$ cat config.mk
export PLATFORM = sky130hd
export DESIGN_NAME = mxfp8_accumulator
export DESIGN_NICKNAME = d
export VERILOG_FILES = /design/src/rtl/mxfp8_accumulator.sv
export SDC_FILE = /design/constraint.sdc
export NUM_CORES = 1
export LEC_CHECK = 0
export ABC_AREA = 1
export BUFFER_PORTS_ARGS = -buffer_cell sky130_fd_sc_hd__buf_2
export CORE_MARGIN = 2
export CORE_UTILIZATION = 45
export DETAILED_ROUTE_END_ITERATION = 10
export GPL_TIMING_DRIVEN = 1
export PLACE_DENSITY_LB_ADDON = 0.15
export SYNTH_ARGS = -nofsm -noshare
export SYNTH_HDL_FRONTEND = slang
export SYNTH_SLANG_ARGS = --single-unit
$ cat constraint.sdc
create_clock -name clk -period 2.7 [get_ports clk]
set_input_delay 0.27 -clock clk [delete_from_list [all_inputs] [get_ports clk]]
set_output_delay 0.27 -clock clk [all_outputs]
set_load 0.01 [all_outputs]
$ cat src/rtl/mxfp8_accumulator.sv
// ============================================================================
// mxfp8_accumulator : saturating signed accumulator for MXFP8 dot-product beats
// Revision 1.0 - initial release
// ============================================================================
`default_nettype none

module mxfp8_accumulator #(
  parameter int ACC_W = 64,
  parameter int CNT_W = 9
) (
  input  logic                    clk,
  input  logic                    rst_n,
  input  logic                    in_valid,
  output logic                    in_ready,
  input  logic                    in_sign,
  input  logic [7:0]              in_shift,
  input  logic [7:0]              in_mant,
  input  logic                    in_last,
  output logic                    out_valid,
  input  logic                    out_ready,
  output logic signed [ACC_W-1:0] out_acc,
  output logic [CNT_W-1:0]        out_count,
  output logic                    out_ovf
);

  typedef enum logic [1:0] {
    IDLE  = 2'd0,
    ACCUM = 2'd1,
    DONE  = 2'd2
  } state_t;

  localparam logic [ACC_W-1:0] c_acc_max = {1'b0, {(ACC_W-1){1'b1}}};
  localparam logic [ACC_W-1:0] c_acc_min = {1'b1, {(ACC_W-1){1'b0}}};
  localparam logic [31:0]      c_shift_lim = 32'(ACC_W - 9);

  state_t                   r_state;
  state_t                   w_state_nxt;
  logic signed [ACC_W-1:0]  r_acc;
  logic [CNT_W-1:0]         r_count;
  logic                     r_ovf;

  logic                     w_accept;
  logic                     w_term_ovf;
  logic [ACC_W:0]           w_mag;
  logic [ACC_W:0]           w_term;
  logic [ACC_W:0]           w_sum;
  logic [ACC_W-1:0]         w_acc_nxt;
  logic                     w_ovf_nxt;
  logic [CNT_W-1:0]         w_cnt_nxt;
  logic                     w_last;

  assign in_ready  = (r_state != DONE);
  assign out_valid = (r_state == DONE);
  assign out_acc   = r_acc;
  assign out_count = r_count;
  assign out_ovf   = r_ovf;

  assign w_accept = in_valid & in_ready;

  // Any shift beyond ACC_W-9 pushes an 8-bit mantissa past the sign bit
  assign w_term_ovf = (in_mant != 8'd0) && ({24'd0, in_shift} > c_shift_lim);
  assign w_mag      = {{(ACC_W-7){1'b0}}, in_mant} << in_shift;
  assign w_term     = in_sign ? (~w_mag + 1'b1) : w_mag;
  assign w_sum      = {r_acc[ACC_W-1], r_acc} + w_term;

  assign w_cnt_nxt = r_count + 1'b1;
  assign w_last    = in_last | (w_cnt_nxt == {CNT_W{1'b1}});

  always_comb begin
    w_acc_nxt = w_sum[ACC_W-1:0];
    w_ovf_nxt = r_ovf;
    if (w_term_ovf) begin
      w_acc_nxt = in_sign ? c_acc_min : c_acc_max;
      w_ovf_nxt = 1'b1;
    end else if (w_sum[ACC_W] != w_sum[ACC_W-1]) begin
      w_acc_nxt = w_sum[ACC_W] ? c_acc_min : c_acc_max;
      w_ovf_nxt = 1'b1;
    end
  end

  always_ff @(posedge clk or negedge rst_n) begin
    if (!rst_n) begin
      r_state <= IDLE;
    end else begin
      r_state <= w_state_nxt;
    end
  end

  always_comb begin
    w_state_nxt = r_state;
    case (r_state)
      IDLE, ACCUM: begin
        if (w_accept) begin
          w_state_nxt = w_last ? DONE : ACCUM;
        end
      end
      DONE: begin
        if (out_ready) begin
          w_state_nxt = IDLE;
        end
      end
      default: w_state_nxt = IDLE;
    endcase
  end

  // acc/count/ovf are zero whenever IDLE, so the first beat needs no special case
  always_ff @(posedge clk or negedge rst_n) begin
    if (!rst_n) begin
      r_acc   <= '0;
      r_count <= '0;
      r_ovf   <= 1'b0;
    end else if (w_accept) begin
      r_acc   <= w_acc_nxt;
      r_count <= w_cnt_nxt;
      r_ovf   <= w_ovf_nxt;
    end else if (r_state == DONE && out_ready) begin
      r_acc   <= '0;
      r_count <= '0;
      r_ovf   <= 1'b0;
    end
  end

endmodule

`default_nettype wire

# After elaboration in Yosys (flattened, before gate mapping)

Cells that the tools add are included.

Register bits: 76
Input bits: 22

Add/subtract/negate cells: 3
Magnitude comparators: 1
Equal/unequal tests: 8
Shift operators: 1
Multiplexer cells: 17
Bitwise logic cells: 3
Reductions and logical operators: 8

Operator list:

| operator              | count |
|---|---|
| $mux 64               | 6 |
| $add 65x1->65 const B | 1 |
| $add 65x65->65        | 1 |
| $mux 65               | 1 |
| $not 65->65           | 1 |
| $shl 8x8->65          | 1 |
| $mux 9                | 2 |
| $add 9x1->9 const B   | 1 |
| $eq 9x9->1 const B    | 1 |
| $gt 8x6->1 const B    | 1 |
| $reduce_bool 8->1     | 1 |
| $mux 2                | 3 |
| $mux 1                | 4 |
| $ne 2x2->1 const B    | 2 |
| $pmux 2 s2            | 1 |
| $reduce_and 2->1      | 2 |
| $ne 3x1->1 const B    | 1 |
| $eq 2x1->1 const B    | 1 |
| $eq 2x2->1 const B    | 1 |
| $logic_and 1x1->1     | 2 |
| $logic_not 2->1       | 1 |
| $ne 2x1->1 const B    | 1 |
| $reduce_bool 2->1     | 1 |
| $reduce_or 2->1       | 1 |
| 3 further kinds       | 3 |

# Logic depth before layout (Yosys ltp)

Depth in word-level cells: 9
Mapped depth: 42
Mapped depth without buffers: 41

# Worst setup path before layout

OpenSTA, ideal clock, no wires.

Path type: input -> register
From: input in_shift[2]
To: register r_acc[59] (netlist: out_acc[59])
Library setup time: 0.116 ns
Data arrival time: 4.174 ns
Required time: 2.584 ns
Path slack: -1.590 ns
Stages: 37
Path buffers: 3
Cell sequence: buf_4 inv_2 buf_6 nand3_1 nor2_1 nand2_1 nor2_1 inv_1 ha_1 nand3_1 nor2_1 nand2_2 nor3_2 inv_1 o31ai_4 nand3_1 xor2_1 ha_1 nand2_1 nor2_1 inv_1 nor2_1 inv_1 nor2_1 and3_1 nand2_1 nand2_1 nand2_1 nand2_1 inv_1 nand3_2 nand3_4 nand2_8 buf_6 nand3b_1 nand2_1 nand2_1

Word-level cells in the longest chain between the ends: 9

Ends and longest elaborated chain:

| what                                         | RTL line | source |
|---|---|---|
| start: declaration                           | 16       | `input logic [7:0] in_shift,` |
| $shl 8x8->65                                 | 62       | `assign w_mag = {{(ACC_W-7){1'b0}}, in_mant} << in_shift;` |
| $not 65->65                                  | 63       | `assign w_term = in_sign ? (~w_mag + 1'b1) : w_mag;` |
| $add 65x1->65                                | 63       |  |
| $mux 65                                      | 63       |  |
| $add 65x65->65                               | 64       | `assign w_sum = {r_acc[ACC_W-1], r_acc} + w_term;` |
| $mux 64 / $ne 1x1->1 (equally long branches) | 76, 75   |  |
| $mux 64                                      | 75       | `end else if (w_sum[ACC_W] != w_sum[ACC_W-1]) begin` |
| $mux 64 *                                    | 72       | `if (w_term_ovf) begin` |
| $mux 64 *                                    | 112      | `end else if (w_accept) begin` |
| end signal: assignment                       | 113      | `r_acc <= w_acc_nxt;` |
| end: declaration                             | 38       | `logic signed [ACC_W-1:0] r_acc;` |

Every way passes the cells marked *; elsewhere a longest branch is shown, timed or not.
A chain may end at the register's enable or synchronous reset.

# Final worst setup path

From: input in_shift[1]
To: register r_acc[60] (netlist: out_acc[60])

Same word-level chain as after synthesis.

==> metrics.yaml <==
dr.pass1.iters: 5
worst_ir_drop_vdd_mv: 0.569
critPathMaxFanout: 5
floorplan.io_pins: 98
status: "finished, violations left"
detail-route-antenna-nets: 0
antenna_cells: 0
rsz0062_at_grt: "yes"
cts.sinks: 76
syn_avg_cell_area_sq_um: 6.11
violations: "setup timing"
grt_pass1_vias: 13800
syn-num-nets: 1833
drc: 0
fin_crit_ns: 4.53
worst_setup_path_end_kind: "register"
track_usage_pct: 36.6
h-tree-depth: 3
worstMarginPinSlew_ns: 1.06
via_per_inst: 5.30
post-synth-top-area-cell: "nand2_1"
synth.most_common_cell: "nand2_1"
synthAdderAreaFrac_pct: 8.30
multiInputGateArea_sq_um: 9000
grt_first_pass_wirelength_um: 71200
ys_ff_latch: 76
dp_hpwl_um: 35900
die_h_um: 158
synth_mux_area_share_pct: 0
max_clock_freq_mhz: 221
yosys.area_share.simple_pct: 39.6
reg2reg_from: "out_acc[0]$_DFFE_PN0P_"
r2r_setup_slack_ns: -0.69
avgRoutedWirePerCell_um: 17.3
ys_seq_area_share_pct: 17.9
fin_tns_setup_ns: -116.53
core_area_sq_um: 23300
syn_inst: 1741
max_cap_violations: 0
antenna_found_initial: 0
wl_um: 47600
powerDensity_nw_per_um2: 714
cp_common_cell: "nand2_1"
hold_class: "input port to asynchronous set/reset pin"
drive_gt1_share_pct: 41.9
skew_ns: 0.0155
io_buffers: 97
area_growth_pct: 67.1
cts_root_buf: "clkbuf_16"
reg2regPathDepth: 17
synthArstFlopShare_pct: 100
critical_path.max_stage_delay_ns: 0.31
slew_violations: 0
grt_remaining_overflow: 0
synth_cell_type_count: 53
detailroute.via_count: 14500
p_leak_nw: 9.49
r2r_end: "out_acc[38]$_DFFE_PN0P_"
timing.final.ws_setup_ns: -1.83
finalWeightedCongestion: 1.03
critPathLaunch: "in_shift[1]"
yosys_warnings: 0
grt_max_degree: 77
slew_headroom_pct: 29.3
ys.flop_type: "dfrtp_1"
regArea_sq_um: 1900
numCtsBuffers: 9
fin_util_pct: 76.2
yosysTopAreaCellShare_pct: 20.1
cp.required_ns: 2.96
cts_buffer_depth: 2
finish.net_count: 2513
cts_tree: "yes"
critical_path_class: "input port to register"
synth_compound_area_share_pct: 15.2
die_area_sq_um: 24900
fin_crit_sh_pct: 168
fillers: 1882
clock_latency_ns: 0.37
synth_edf_count: 0
synthTopCellsByCount: "569 x nand2_1, 165 x inv_1, 150 x nor2_1"
cpMaxStageDelayCell: "ha_1"
pre_cts_ws_ns: -2.64
drt_iter0_markers: 1288
synth_top_family_by_area: "simple AND/OR/NAND/NOR gates"
crit_path_end: "out_acc[60]$_DFFE_PN0P_"
synth_area_sq_um: 10600
cp-start-kind: "input port"
synthTopCellsByArea: "nand2_1 20%, dfrtp_1 18%, ha_1 8.1%, inv_1 5.8%, xor2_1 5.5%"
synth-xor-area-share_pct: 9.63
cts.clk_slew.worst_paths_ns: 0.07
rows: 56
start_util_pct: 45.6
cp.arrival_ns: 4.79
hold_slack_ns: 0.0760
die_w_um: 158
setup_viol: 65
hold_viol: 0
## kinds of logic after synthesis
logic type	count (synthesis)
xor+xnor	117
fa+ha+maj	70
compound gates	284
flops	76
simple gates	969
buf+inv	225
## flip-flops by register name, indices dropped and copies added (netlist names)
register	cells
out_ovf	1
out_count	9
out_acc	64
r_state	2
## worst min path at each step
stage,startpoint,endpoint,slack [ns],depth (start not counted)
final,rst_n,out_acc[9]$_DFFE_PN0P_,0.08,1
after global routing,rst_n,out_acc[9]$_DFFE_PN0P_,0.17,1
after CTS,rst_n,out_acc[9]$_DFFE_PN0P_,0.13,1
after detailed placement,r_state[1]$_DFFE_PN0P_,r_state[0]$_DFFE_PN0P_,0.45,1
after global placement,r_state[1]$_DFFE_PN0P_,r_state[0]$_DFFE_PN0P_,0.44,1
after floorplan,rst_n,out_acc[0]$_DFFE_PN0P_,-0.03,0
## layer usage
metal	part of all wire, %	vias up	track usage, %
met5	0	-	0
li1	-	7078	-
met3	6.4	120	4.30
met2	45	546	61.0
met4	4.2	0	14.4
met1	44	6801	48.3
## final cells by class
type	count	share of cell area, %
clock buffers	10	1.29
clock inverters	6	0.232
inverters	177	3.95
multi-input cells	1441	50.6
flip-flops and latches	76	10.7
well taps	319	2.24
repair buffers	715	30.9
repair inverters	1	0.0422
## power by group
| part | switching (mW) | leakage (nW) | internal [mW] | total, mW |
|---|---|---|---|---|
| Clock | 0.608 | 0.124 | 0.624 | 1.23 |
| Combinational | 4.95 | 8.41 | 4.67 | 9.62 |
| Sequential | 0.357 | 0.953 | 1.49 | 1.85 |
| Total | 5.91 | 9.49 | 6.78 | 12.7 |
## what timing repair did
| action | CTS | global route |
|---|---|---|
| gates resized for setup | 233 | 102 |
| setup endpoints to repair | 65 | 65 |
| endpoints found under the hold margin | 0 | 0 |
| cloned | 7 | 4 |
| hold buffers | 0 | 0 |
| buffers inserted | 34 | 16 |
| pin swaps | 79 | 47 |
## stage by stage
stage               instances  cell area [sq um]  total power [mW]
finish                   2745              17800              12.7
global route             2745              17800              13.5
CTS                      2725              17200              12.0
detailed placement       2668              15600              10.0
global placement         2668              15600              9.89
floorplan                1741              10700              5.86
## placed cells by master, fill, tap and decap left out, types with 15 or more instances in the layout
cell / instances
nand2_1: 511
inv_1: 158
nand2_2: 62
o21ai_0: 55
a21oi_1: 86
xnor2_1: 43
buf_2: 91
a21oi_2: 22
nand3_2: 24
ha_1: 57
buf_4: 593
nand2_4: 21
nand3_1: 84
a31oi_1: 15
o21ai_1: 27
nor2_2: 27
nor2_1: 116
nor2_4: 17
dfrtp_1: 76
nand4_1: 38
xor2_1: 55
## critical path: cells and delay by family
kind	cells	cell delay (ns)
buf+inv	6	0.78
simple gates	19	2.20
fa+ha+maj	1	0.31
xor+xnor	1	0.20
compound gates	5	1.01
Note: power is estimated with default switching activity, not from simulation.
